--- config.mk ---
export PLATFORM = sky130hd
export DESIGN_NAME = seven_seg_scanner
export DESIGN_NICKNAME = d
export VERILOG_FILES = /design/src/rtl/seven_seg_scanner.sv
export SDC_FILE = /design/constraint.sdc
export NUM_CORES = 1
export LEC_CHECK = 0
export CAP_MARGIN = 20
export CORE_MARGIN = 2
export CORE_UTILIZATION = 58
export DETAILED_ROUTE_END_ITERATION = 8
export GPL_TIMING_DRIVEN = 0
export HOLD_SLACK_MARGIN = 0.02
export PLACE_DENSITY = 0.81
export SYNTH_ARGS = -nofsm -noshare
export SYNTH_HDL_FRONTEND = slang
export SYNTH_SLANG_ARGS = --single-unit
--- constraint.sdc ---
create_clock -name clk -period 3.05 [get_ports clk]
set_clock_uncertainty 0.05 [all_clocks]
set_input_delay 0.61 -clock clk [delete_from_list [all_inputs] [get_ports clk]]
set_output_delay 0.61 -clock clk [all_outputs]
set_load 0.02 [all_outputs]
--- src/rtl/seven_seg_scanner.sv ---
// seven_seg_scanner: time-multiplexed driver for NUM_DIGITS common-anode
// seven-segment digits. A pending image is captured on load and committed
// to the display register only when the scan wraps, so a frame never tears.
// Optional build macro: SEVEN_SEG_LZ_BLANK_EN enables leading-zero suppression.
module seven_seg_scanner #(
  parameter int NUM_DIGITS  = 4,
  parameter int REFRESH_DIV = 50000
) (
  input  logic                    clk,
  input  logic                    resetN,
  input  logic                    load,
  input  logic [4*NUM_DIGITS-1:0] dataIn,
  input  logic [NUM_DIGITS-1:0]   blankIn,
  input  logic [NUM_DIGITS-1:0]   dpIn,
  output logic [NUM_DIGITS-1:0]   anodes,
  output logic [7:0]              cathodes,
  output logic                    updatePending,
  output logic                    frameTick
);

  localparam int PW = (REFRESH_DIV > 1) ? $clog2(REFRESH_DIV) : 1;
  localparam int IW = (NUM_DIGITS > 1) ? $clog2(NUM_DIGITS) : 1;
  localparam logic [PW-1:0] PRESC_MAX = PW'(REFRESH_DIV - 1);
  localparam logic [IW-1:0] IDX_MAX   = IW'(NUM_DIGITS - 1);

  // Active-low {dp,g,f,e,d,c,b,a} pattern for a hex nibble, dp off.
  function automatic logic [7:0] hex_seg(input logic [3:0] v);
    logic [7:0] s;
    case (v)
      4'h0:    s = 8'hC0;
      4'h1:    s = 8'hF9;
      4'h2:    s = 8'hA4;
      4'h3:    s = 8'hB0;
      4'h4:    s = 8'h99;
      4'h5:    s = 8'h92;
      4'h6:    s = 8'h82;
      4'h7:    s = 8'hF8;
      4'h8:    s = 8'h80;
      4'h9:    s = 8'h90;
      4'hA:    s = 8'h88;
      4'hB:    s = 8'h83;
      4'hC:    s = 8'hC6;
      4'hD:    s = 8'hA1;
      4'hE:    s = 8'h86;
      default: s = 8'h8E;
    endcase
    return s;
  endfunction

  logic [PW-1:0]           presc_q, presc_d;
  logic [IW-1:0]           idx_q, idx_d;
  logic                    term, wrap;

  logic [4*NUM_DIGITS-1:0] pend_data_q, pend_data_d;
  logic [NUM_DIGITS-1:0]   pend_blank_q, pend_blank_d;
  logic [NUM_DIGITS-1:0]   pend_dp_q, pend_dp_d;
  logic                    pending_q, pending_d;

  logic [4*NUM_DIGITS-1:0] disp_data_q, disp_data_d;
  logic [NUM_DIGITS-1:0]   disp_blank_q, disp_blank_d;
  logic [NUM_DIGITS-1:0]   disp_dp_q, disp_dp_d;

  logic                    tick_q;
  logic [NUM_DIGITS-1:0]   supp;
  logic [NUM_DIGITS-1:0]   anodes_q, anodes_d;
  logic [7:0]              cathodes_q, cathodes_d;

  // Slot prescaler and digit index; wrap marks the last cycle of a frame.
  always_comb begin
    term    = (presc_q == PRESC_MAX);
    wrap    = term && (idx_q == IDX_MAX);
    presc_d = term ? '0 : presc_q + 1'b1;
    idx_d   = idx_q;
    if (term) begin
      idx_d = (idx_q == IDX_MAX) ? '0 : idx_q + 1'b1;
    end
  end

  // Pending buffer capture and frame-boundary commit; a load in the wrap
  // cycle bypasses the pending buffer and goes straight to the display.
  always_comb begin
    pend_data_d  = pend_data_q;
    pend_blank_d = pend_blank_q;
    pend_dp_d    = pend_dp_q;
    pending_d    = pending_q;
    disp_data_d  = disp_data_q;
    disp_blank_d = disp_blank_q;
    disp_dp_d    = disp_dp_q;
    if (load) begin
      pend_data_d  = dataIn;
      pend_blank_d = blankIn;
      pend_dp_d    = dpIn;
      pending_d    = 1'b1;
    end
    if (wrap) begin
      pending_d = 1'b0;
      if (load) begin
        disp_data_d  = dataIn;
        disp_blank_d = blankIn;
        disp_dp_d    = dpIn;
      end else if (pending_q) begin
        disp_data_d  = pend_data_q;
        disp_blank_d = pend_blank_q;
        disp_dp_d    = pend_dp_q;
      end
    end
  end

`ifdef SEVEN_SEG_LZ_BLANK_EN
  // Leading-zero mask: digit i>=1 is dark when it and every higher digit
  // hold 0 with no decimal point; taken from the committed image only.
  always_comb begin
    logic zrun;
    zrun = 1'b1;
    supp = '0;
    for (int i = NUM_DIGITS - 1; i >= 1; i--) begin
      zrun    = zrun && (disp_data_q[4*i +: 4] == 4'h0) && !disp_dp_q[i];
      supp[i] = zrun;
    end
  end
`else
  // No leading-zero suppression: zeros display as "0".
  always_comb begin
    supp = '0;
  end
`endif

  // Pin pattern for the current digit; blanked digits leave all pins high.
  always_comb begin
    anodes_d   = '1;
    cathodes_d = 8'hFF;
    for (int i = 0; i < NUM_DIGITS; i++) begin
      if ((idx_q == IW'(i)) && !(disp_blank_q[i] || supp[i])) begin
        anodes_d[i] = 1'b0;
        cathodes_d  = hex_seg(disp_data_q[4*i +: 4]);
        if (disp_dp_q[i]) begin
          cathodes_d[7] = 1'b0;
        end
      end
    end
  end

  // State registers; reset leaves the display dark with nothing pending.
  always_ff @(posedge clk or negedge resetN) begin
    if (!resetN) begin
      presc_q      <= '0;
      idx_q        <= '0;
      pend_data_q  <= '0;
      pend_blank_q <= '1;
      pend_dp_q    <= '0;
      pending_q    <= 1'b0;
      disp_data_q  <= '0;
      disp_blank_q <= '1;
      disp_dp_q    <= '0;
      tick_q       <= 1'b0;
      anodes_q     <= '1;
      cathodes_q   <= 8'hFF;
    end else begin
      presc_q      <= presc_d;
      idx_q        <= idx_d;
      pend_data_q  <= pend_data_d;
      pend_blank_q <= pend_blank_d;
      pend_dp_q    <= pend_dp_d;
      pending_q    <= pending_d;
      disp_data_q  <= disp_data_d;
      disp_blank_q <= disp_blank_d;
      disp_dp_q    <= disp_dp_d;
      tick_q       <= wrap;
      anodes_q     <= anodes_d;
      cathodes_q   <= cathodes_d;
    end
  end

  assign anodes        = anodes_q;
  assign cathodes      = cathodes_q;
  assign updatePending = pending_q;
  assign frameTick     = tick_q;

endmodule
# Word level (Yosys, flattened, before mapping)
# Memories as Yosys holds them, arrays and structs flattened.
# Cells that the tools add are included.
[op_classes]
add_sub_neg = 2
eq_ne = 4
muxes = 22
n_reduce_logical = 13
[ops]
columns = ["operator", "count"]
rows = [
  ["two-way mux 16 bit", 3],
  ["two-way mux 8 bit", 4],
  ["adder 16 x 1 -> 16 bit (second input constant)", 1],
  ["equality test 16 bit (second input constant)", 1],
  ["two-way mux 4 bit", 4],
  ["two-way mux 1 bit", 10],
  ["logical AND 1 bit", 5],
  ["equality test 2 bit (second input constant)", 2],
  ["zero test 1 bit", 4],
  ["nonzero test 2 bit", 2],
  ["adder 2 x 1 -> 2 bit (second input constant)", 1],
  ["equality test 2 x 1 -> 1 bit (second input constant)", 1],
  ["zero test 2 bit", 1],
  ["two-way mux 2 bit", 1],
  ["AND reduction 2 bit", 1],
]
[word_totals]
register_bits = 80
mem_bits_ro = 448
word_cells = 57
memories = 4
[memory_table]
columns = ["memory", "words", "width", "read_ports", "rd_clocked_by_memory_dff", "write_ports", "line_no", "source"]
rows = [
  ["(name not given)", 16, 7, 1, 0, 0, "29", "case (v)"],
  ["(name not given)", 16, 7, 1, 0, 0, "29", ""],
  ["(name not given)", 16, 7, 1, 0, 0, "29", ""],
  ["(name not given)", 16, 7, 1, 0, 0, "29", ""],
]

# Depth between registers and ports, before layout
# Gate-level depths: netlist of run 1.
[logic_depth]
ltp_word = 6
mapped_depth = 8
depth_no_buf = 7

# Worst setup path after synthesis of run 1
# OpenSTA, ideal clock, no wires.
[synth_timing]
path_type = "reg2reg"
from = "register presc_q[4]"
to = "register disp_data_q[0]"
arrival_time_ns = 1.988
required_ns = 2.873
path_slack_ns = 0.885
stages_incl_launch_ff = 7
n_path_buf = 2
synth_period_minus_slack_ns = 2.165
path_cell_list = "dfrtp_1 -> or4b_1 -> nor4_4 -> and3b_1 -> buf_4 -> buf_6 -> mux2_1"
[synth_between]
elab_chain_len = 3
[synth_rtl]
columns = ["element", "line_no", "source"]
rows = [
  ["start, declared", "50", "logic [PW-1:0] presc_q, presc_d;"],
  ["start signal, assigned", "159", "presc_q <= presc_d;"],
  ["equality test 16 bit", "70", "term = (presc_q == PRESC_MAX);"],
  ["logical AND 1 bit", "71", "wrap = term && (idx_q == IDX_MAX);"],
  ["AND reduction 2 bit (no source line)", "n/a", ""],
  ["end signal, assigned", "165", "disp_data_q <= disp_data_d;"],
  ["end, declared", "59", "logic [4*NUM_DIGITS-1:0] disp_data_q, disp_data_d;"],
]
# Every way passes these cells.
# A chain may end at the register's enable or synchronous reset.

# Worst setup path in the final report of run 1
[layout_timing]
from = "register presc_q[4]"
to = "register disp_data_q[6]"
# Same word-level chain as after synthesis.

==> results, run 1 <==
- The run finished with clean final reports.
- In this run the tightest slew margin relative to its limit is 55.0%.
- The routed design has 8.44 mm of wire.
- The total die area is 8180 sq um.
- Across the VDD grid, the largest voltage drop is 0.252 mV.
- The setup TNS after final layout is 0 ns.
- The minimum setup slack after placement is 0.498 ns.
- The largest incremental delay on the critical path is 0.58 ns.
- Of all nets on the critical path, the largest fanout is 10.
- The pre-antenna-repair detailed-routing pass consisted of 5 iterations.
- The clock sink total is 80.
- STA classifies the critical path endpoint as a register.
- The clock latency at the later pin of the worst-skew pair is 0.35 ns.
- In this run the top signal layer used is met4.
- The worst-case register-to-register setup slack is 0.67 ns.
- The total grt overflow is 0.
- Across the run, the number of max-cap violations was 0.
- Yosys mapped the design onto 51 distinct sky130hd cell types.
- Once detail routing completed, the nets flagged for antenna violations numbered 0.
- The via count of the first global-routing pass is 2963.
- Per report_power, the combinational group accounts for 5.5% of the total.
- The total area inside the core boundary comes to 7250 sq um.
- The clock tree root buffer cell is clkbuf_8.
- The number of buffers and inverters on the critical path is 2.
- The critical path goes through or4b_1 > nor4_4 > and3b_1 > buf_4 > buf_6 > mux2_1.
- At the end of routability-driven placement, the weighted congestion stood at 0.916.
- The share of cells above drive strength 1 is 17.9%.
- TritonCTS built the clock tree.
- Clock-pin slew was measured on the worst setup and hold paths at 0.08 ns.
- From bottom edge to top edge, the die measures 90.4 um.
- The routed wire length per instance is 15.9 um.
- The total placed instance area is 4860 sq um.
- The transition at the pin with the smallest max-transition slack is 0.675 ns.
- In this run, post-CTS repair resized a total of 0 instances.
- The number of antenna violations at the first check in global routing was 0.
- The post-CTS setup buffer count is 0.
- The routed design uses 4.08 mm of met2 wire.
- The kind of cell adding the most delay to the critical path is simple AND/OR/NAND/NOR gates.
- The final layout net count is 484.
- In the synthesized netlist the async set-or-reset flop fraction comes to 100%.
- The filler cells instantiated in the layout total 555.
- The storage element area is 2030 sq um.
- Averaged over all synthesized cells, the footprint is 11.6 sq um.
- The overall die width is 90.4 um.
- At the worst endpoint, the arrival time is 2.56 ns.
- In this run the core area contains 31 standard-cell rows.
- The finished cells cover 5060 sq um.
- The switching part of the total power is 23.1%.
- Setup repair after global routing left no endpoint under its margin.
- The final number of max-transition violations came to 0.
- Per report_power, the clock group accounts for 37.9% of the total.
- The wire length of the first global-routing pass is 14.4 mm.
- The number of non-filler instances in the completed layout is 529.
- Yosys mapped a number of flops with a built-in enable equal to 0.
- Setup violations remaining at the end of the flow were counted as 0.
- The cts-stage hold buffer count is 0.
- The most used flip-flop cell after synthesis is dfrtp_1.
- The total number of H-tree levels is 3.
- The via count normalized by instance count is 5.64.
- 0 antenna diodes ended up in the layout.
- Once detailed placement completed, the half-perimeter wirelength came to 6.14 mm.
- The number of hold violations in the final report is 0.
- The critical path is of the register to register type.
- The final critical-path share of the clock period is 78.0%.
- The count of warnings emitted by yosys is 0.
- The flip-flop and latch count after synthesis is 80.
- The power spent charging and discharging nets is 451 uW.
- For this design, the slowest cell found on the critical path is or4b_1.
- The fraction of power consumed by sequential logic is 56.6%.
- Synthesis produced a netlist whose cell count is 374.
- The top-level port count is 41.
- The nature of the critical path startpoint is a register.
- The routed design could run at a clock period as short as 2.38 ns.
- The routed layout has 2981 vias.
- The power per unit of standard cell area is 386 nW/um^2.
- The DRC violation count after routing is 0.
- In the global route stage, overall resource usage came out at 22.2%.
- The count of placed standard cells including taps is 513.
- The total of buffers placed on input and output ports is 39.
- The post-synthesis instance area is 4330 sq um.
- Synthesis produced a netlist with a net count of 433.
- The maximum buffer depth of the clock tree is 2.
- For this block, the initial DRC count from the detailed router was 188.
- In the final routing, the length of wire on met1 measures 3.79 mm.
- From synthesis to final layout, the design area changed by 16.7%.
- The worst hold path belongs to the class primary input to async pin.
- The total length of routed met3 wires is 412 um.
- For this configuration, the core starts out at a cell density of 59.7%.
- The internal power of the cells totals 1500 uW.
- Derived from the worst setup path, the maximum achievable clock frequency is 420 MHz.
- The largest net degree at the start of global routing is 47.
- Summed over all cells, the static leakage comes to 0.00220 uW.
- The number of clock buffers added by TritonCTS is 9.
- The minimum hold slack is 0.144 ns.
- Of the synthesized area, sequential elements account for 46.8%.
- The data required time of the critical path is 3.23 ns.
- The area occupied by multi-input gates is 2140 sq um.
- The slack of the critical path is 0.670 ns.
==> final timing paths <==
| check | startpoint | cells after the start | end |
|---|---|---|---|
| min in group clk | disp_dp_q[3]$_DFFE_PN0P_ | 1 | cathodes[7]$_DFF_PN1_ |
| max reg2reg | presc_q[4]$_DFF_PN0_ | 6 | disp_data_q[6]$_DFFE_PN0P_ |
| min | resetN | 1 | pend_data_q[5]$_DFFE_PN0P_ |
| max | presc_q[4]$_DFF_PN0_ | 6 | disp_data_q[6]$_DFFE_PN0P_ |
| min reg2reg | disp_dp_q[3]$_DFFE_PN0P_ | 1 | cathodes[7]$_DFF_PN1_ |
| max in group asynchronous | resetN | 2 | cathodes[3]$_DFF_PN1_ |
==> cell usage in the layout (no fill, tap or decap), types with 11 or more instances in the layout <==
cell type,n
dfrtp_1,60
clkdlybuf4s50_1,38
ha_1,32
mux2_2,29
mux2_1,24
nor2_1,21
dfstp_2,20
inv_1,18
clkbuf_1,16
nand2_1,15
nor2b_1,13
clkbuf_8,11
==> power groups by stage <==
stage	logic [uW]	registers, uW	clock network (uW)
2_1_floorplan	44.5	1120	0
3_3_place_gp	105	1120	0
3_5_place_dp	112	1120	0
4_1_cts	112	1100	758
5_1_grt	121	1110	807
6_report	108	1100	740
==> sequential cells by signal, indices dropped and copies added, names as in the netlist <==
register       count
anodes             4
cathodes           8
disp_blank_q       4
disp_data_q       16
disp_dp_q          4
frameTick          1
idx_q              2
pend_blank_q       4
pend_data_q       16
pend_dp_q          4
presc_q           16
updatePending      1
==> metal layers <==
layer	global-route usage [%]	vias up
li1	-	1427
met1	31.1	1451
met2	34.8	88
met3	3.59	15
met4	8.97	0
met5	0	-
==> layout make-up <==
cell class	count	area share [%]
inverters	19	1.41
plain buffers	21	1.93
flip-flops and latches	80	40.1
clock buffers	11	2.99
repair buffers	40	8.07
multi-input cells	254	42.3
well taps	99	2.45
clock inverters	5	0.792
==> cell usage after synthesis (all sizes together), types with 10 or more instances <==
| cell type | number | area [sq um] |
|---|---|---|
| clkbuf | 16 | 60.1 |
| dfrtp | 60 | 1500 |
| dfstp | 20 | 526 |
| ha | 32 | 400 |
| inv | 19 | 71.3 |
| mux2 | 53 | 597 |
| nand2 | 15 | 56.3 |
| nand3 | 10 | 50.1 |
| nor2 | 21 | 78.8 |
| nor2b | 13 | 81.3 |
| o21ai | 10 | 50.1 |
==> per-stage QoR <==
stage / util, % / total power, uW
finish: 69.7 / 1950
global route: 69.7 / 2040
CTS: 69.7 / 1970
detailed placement: 67.1 / 1240
global placement: 66.8 / 1230
floorplan: - / 1170
==> cell families (layout without fill, tap and decap cells) <==
kind of cell	after synthesis	in the layout	synth area share (%)
compound gates	56	56	9.07
xor+xnor	12	12	2.43
fa+ha+maj	32	32	9.24
buf+inv	40	96	3.90
flops	80	80	46.8
mux	64	64	17.2
simple gates	90	90	11.4
(Power assumes the default switching activity.)
==> inputs of run 2 (changes only) <==
clock period = 2.2 ns   (was 3.05 ns; I/O delays follow)
==> results, run 2 (synthesis gave the netlist of run 1 again) <==
- The largest registers in the layout are disp_data_q: 16 flops, pend_data_q: 16 flops, presc_q: 16 flops.
- The total of buffers placed on input and output ports is 39 (unchanged).
- The total inserted antenna cells is 0 (unchanged).
- The final core utilization is 71.5% (+1.8 points).
- The standard-cell row count was 31 (unchanged).
- The maximum resistive drop on vdd is 0.350 mV (+39%).
- The overall die width is 90.4 um (unchanged).
- The leakage component of the power is 0.00225 uW (+2.3%).
- The via count normalized by instance count is 5.52 (-2.0%).
- The data required time of the critical path is 2.39 ns (-0.84 ns).
- The starting density of the core is 59.7% (unchanged).
- The transition at the pin with the smallest max-transition slack is 0.671 ns (-0.00348 ns).
- The largest net degree at the start of global routing was 47 (unchanged).
- The total via count after detailed routing is 2971 (-0.34%).
- The post-DP HPWL is 6.14 mm (unchanged).
- The arrival time reported for the critical path endpoint is 2.31 ns (-0.25 ns).
- The time the final worst path needs with I/O delays and setup is 2.12 ns (-0.265 ns).
- The final critical-path share of the clock period came to 96.2% (+18 points).
- The sum of routed wire length over all layers is 8.75 mm (+3.7%).
- The wire length of the first global-routing pass is 14.7 mm (+2.0%).
- The minimum hold slack came to 0.402 ns (+0.258 ns).
- The routed wire length per instance is 16.3 um (+2.0%).
- The library cells used most frequently in the layout, excluding fill and tap cells, are dfrtp_1 (60), clkdlybuf4s50_1 (38), ha_1 (31).
- The worst hold path startpoint is disp_dp_q[3]$_DFFE_PN0P_.
- The final layout net count is 493 (+1.9%).
- The clock sink total is 80 (unchanged).
- The DRC violation count after routing is 0 (unchanged).
- The count of routing violations after the opening detailed-route iteration is 171 (-9.0%).
- STA classifies the critical path endpoint as a register.
- The area occupied by multi-input gates is 2170 sq um (+1.7%).
- The buffer and inverter count on the worst path was 2 (unchanged).
- The die span in y is 90.4 um (unchanged).
- The total length of routed met3 wires is 345 um (-16%).
- The detailed-route wire length on metal 1 came to 4.01 mm (+5.7%).
- Relative to the synthesized area, the layout overhead comes to 19.7%.
- The worst reg2reg path depth is 6 (unchanged).
- The total die area was 8180 sq um (unchanged).
- The number of hold violations in the final report is 0 (unchanged).
- The number of non-filler instances in the completed layout is 538 (+1.7%).
- The run finished with clean final reports.
- The routability-driven placement congestion ratio is 0.916 (unchanged).
- The max capacitance violation total was 0 (unchanged).
- The minimum setup slack after placement was -0.193 ns (-0.692 ns).
- The count of placed standard cells including taps is 513 (unchanged).
- The clock tree root buffer cell is clkbuf_8.
- The via count of the first global-routing pass is 3009 (+1.6%).
- The worst hold path stage count is 1.
- The clock latency at the later pin of the worst-skew pair is 0.36 ns (about the same).
- The maximum operating frequency is 473 MHz (+13%).
- The max-slew headroom at the worst pin was 55.3% (+0.23 points).
- The number of fill cells came to 535 (-3.6%).
- The number of nets with antenna violations after detailed routing is 0 (unchanged).
- The number of antenna violations at the first check in global routing is 0 (unchanged).
- Among all stages on the critical path, the largest delay is contributed by or4b_4.
- The slack of the critical path is 0.0843 ns (-0.585 ns).
- The kind of cell adding the most delay to the critical path is simple AND/OR/NAND/NOR gates.
- The clock tree from TritonCTS is yes.
- The largest incremental delay on the critical path is 0.56 ns (-0.02 ns).
- The power per unit of standard cell area is 524 nW/um^2 (+36%).
- The final number of max-transition violations was 0 (unchanged).
- The storage element area is 2030 sq um (unchanged).
- The critical path goes through or4b_4 > nor4_4 > and3b_1 > buf_6 > buf_12 > mux2_1.
- The startpoint of the worst register-to-register path is presc_q[4]$_DFF_PN0_.
- The top-level port count was 41 (unchanged).
- The maximum fanout along the worst path is 10 (unchanged).
- The maximum buffer depth of the clock tree is 2 (unchanged).
- The placeable core region is 7250 sq um (unchanged).
- The total length of routed met2 wires is 4.27 mm (+4.6%).
- The aggregate global-route resource usage came to 22.6% (+0.45 points).
- The clock transition time at the flip-flop clock pins of the worst setup and hold paths came to 0.08 ns (about the same).
- The first-pass iteration count of the detailed router is 4 (-1).
- The total grt overflow came to 0 (unchanged).
- Setup repair after global routing could not meet its margin everywhere.
- The worst-case register-to-register setup slack is 0.08 ns (-0.59 ns).
- The reg-to-reg endpoint is disp_data_q[7]$_DFFE_PN0P_.
- The most common cell after layout, fill and taps aside is dfrtp_1.
- The CTS buffer count is 9 (unchanged).
- The total number of H-tree levels was 3 (unchanged).
- The critical path start-end classification is register to register.
- The share of cells above drive strength 1 is 21.9% (+4.0 points).
- The class of the tightest hold or removal check is register to register.
- For hold timing, the worst endpoint is cathodes[7]$_DFF_PN1_.
- STA classifies the critical path startpoint as a register.
- The final number of setup-violating endpoints came to 0 (unchanged).
- Signal routing reaches up to met4.
==> run 2: changes by cell type in the layout (fill, tap and decap cells not counted) <==
cell	before	now
ha_2	0	1
mux2_1	24	16
ha_1	32	31
mux2_4	0	8
dlygate4sd3_1	0	1
buf_12	1	3
or4b_1	1	0
clkbuf_1	16	14
buf_4	2	9
or4b_4	0	1
buf_6	2	1
clkbuf_2	0	1
buf_1	2	3
==> run 2: area by class of cell <==
cell class	count	share of cell area, %
buffer	21	2.32
clock buffer	11	2.92
clock inverter	5	0.772
inverter	19	1.38
multi-input combinational	254	41.9
sequential	80	39.1
tap	99	2.39
timing repair buffer	49	9.22
==> run 2: timing repair <==
item / CTS / global route
buffers inserted: 2 / 6
pin swaps: 1 / 0
resized for setup: 3 / 15
hold buffers: 1 / 0
setup endpoints to repair: 20 / 23
endpoints found under the hold margin: 25 / 0
==> run 2: through the flow <==
stage / power (uW) / setup TNS (ns) / cell area, sq um
finish: 2720 / 0 / 5180
detailed placement: 1710 / -3.57 / 4860
CTS: 2740 / 0 / 5090
floorplan: 1620 / 0 / 4330
global placement: 1700 / -145.57 / 4850
global route: 2820 / -0.112 / 5180
==> run 2: per-layer routing <==
metal,up-vias,GRT usage [%]
met1,1453,31.3
met4,0,8.97
li1,1442,-
met5,-,0
met3,12,3.51
met2,64,36.2
==> run 2: power by group <==
group          switching, uW  internal [uW]  total, uW
combinational           67.9           84.6        152
sequential              10.3           1520       1530
clock                    557            477       1030
==> run 2: worst max-delay path by stage <==
stage               cells after the start  slack [ns]            startpoint                    endpoint
floorplan                               6        0.03  presc_q[4]$_DFF_PN0_  disp_data_q[0]$_DFFE_PN0P_
global route                            6       -0.02  presc_q[4]$_DFF_PN0_  disp_data_q[7]$_DFFE_PN0P_
global placement                        1       -2.00                resetN       presc_q[15]$_DFF_PN0_
finish                                  6        0.08  presc_q[4]$_DFF_PN0_  disp_data_q[7]$_DFFE_PN0P_
detailed placement                      6       -0.19  presc_q[4]$_DFF_PN0_  disp_data_q[6]$_DFFE_PN0P_
CTS                                     7       0.005  presc_q[1]$_DFF_PN0_  disp_data_q[6]$_DFFE_PN0P_
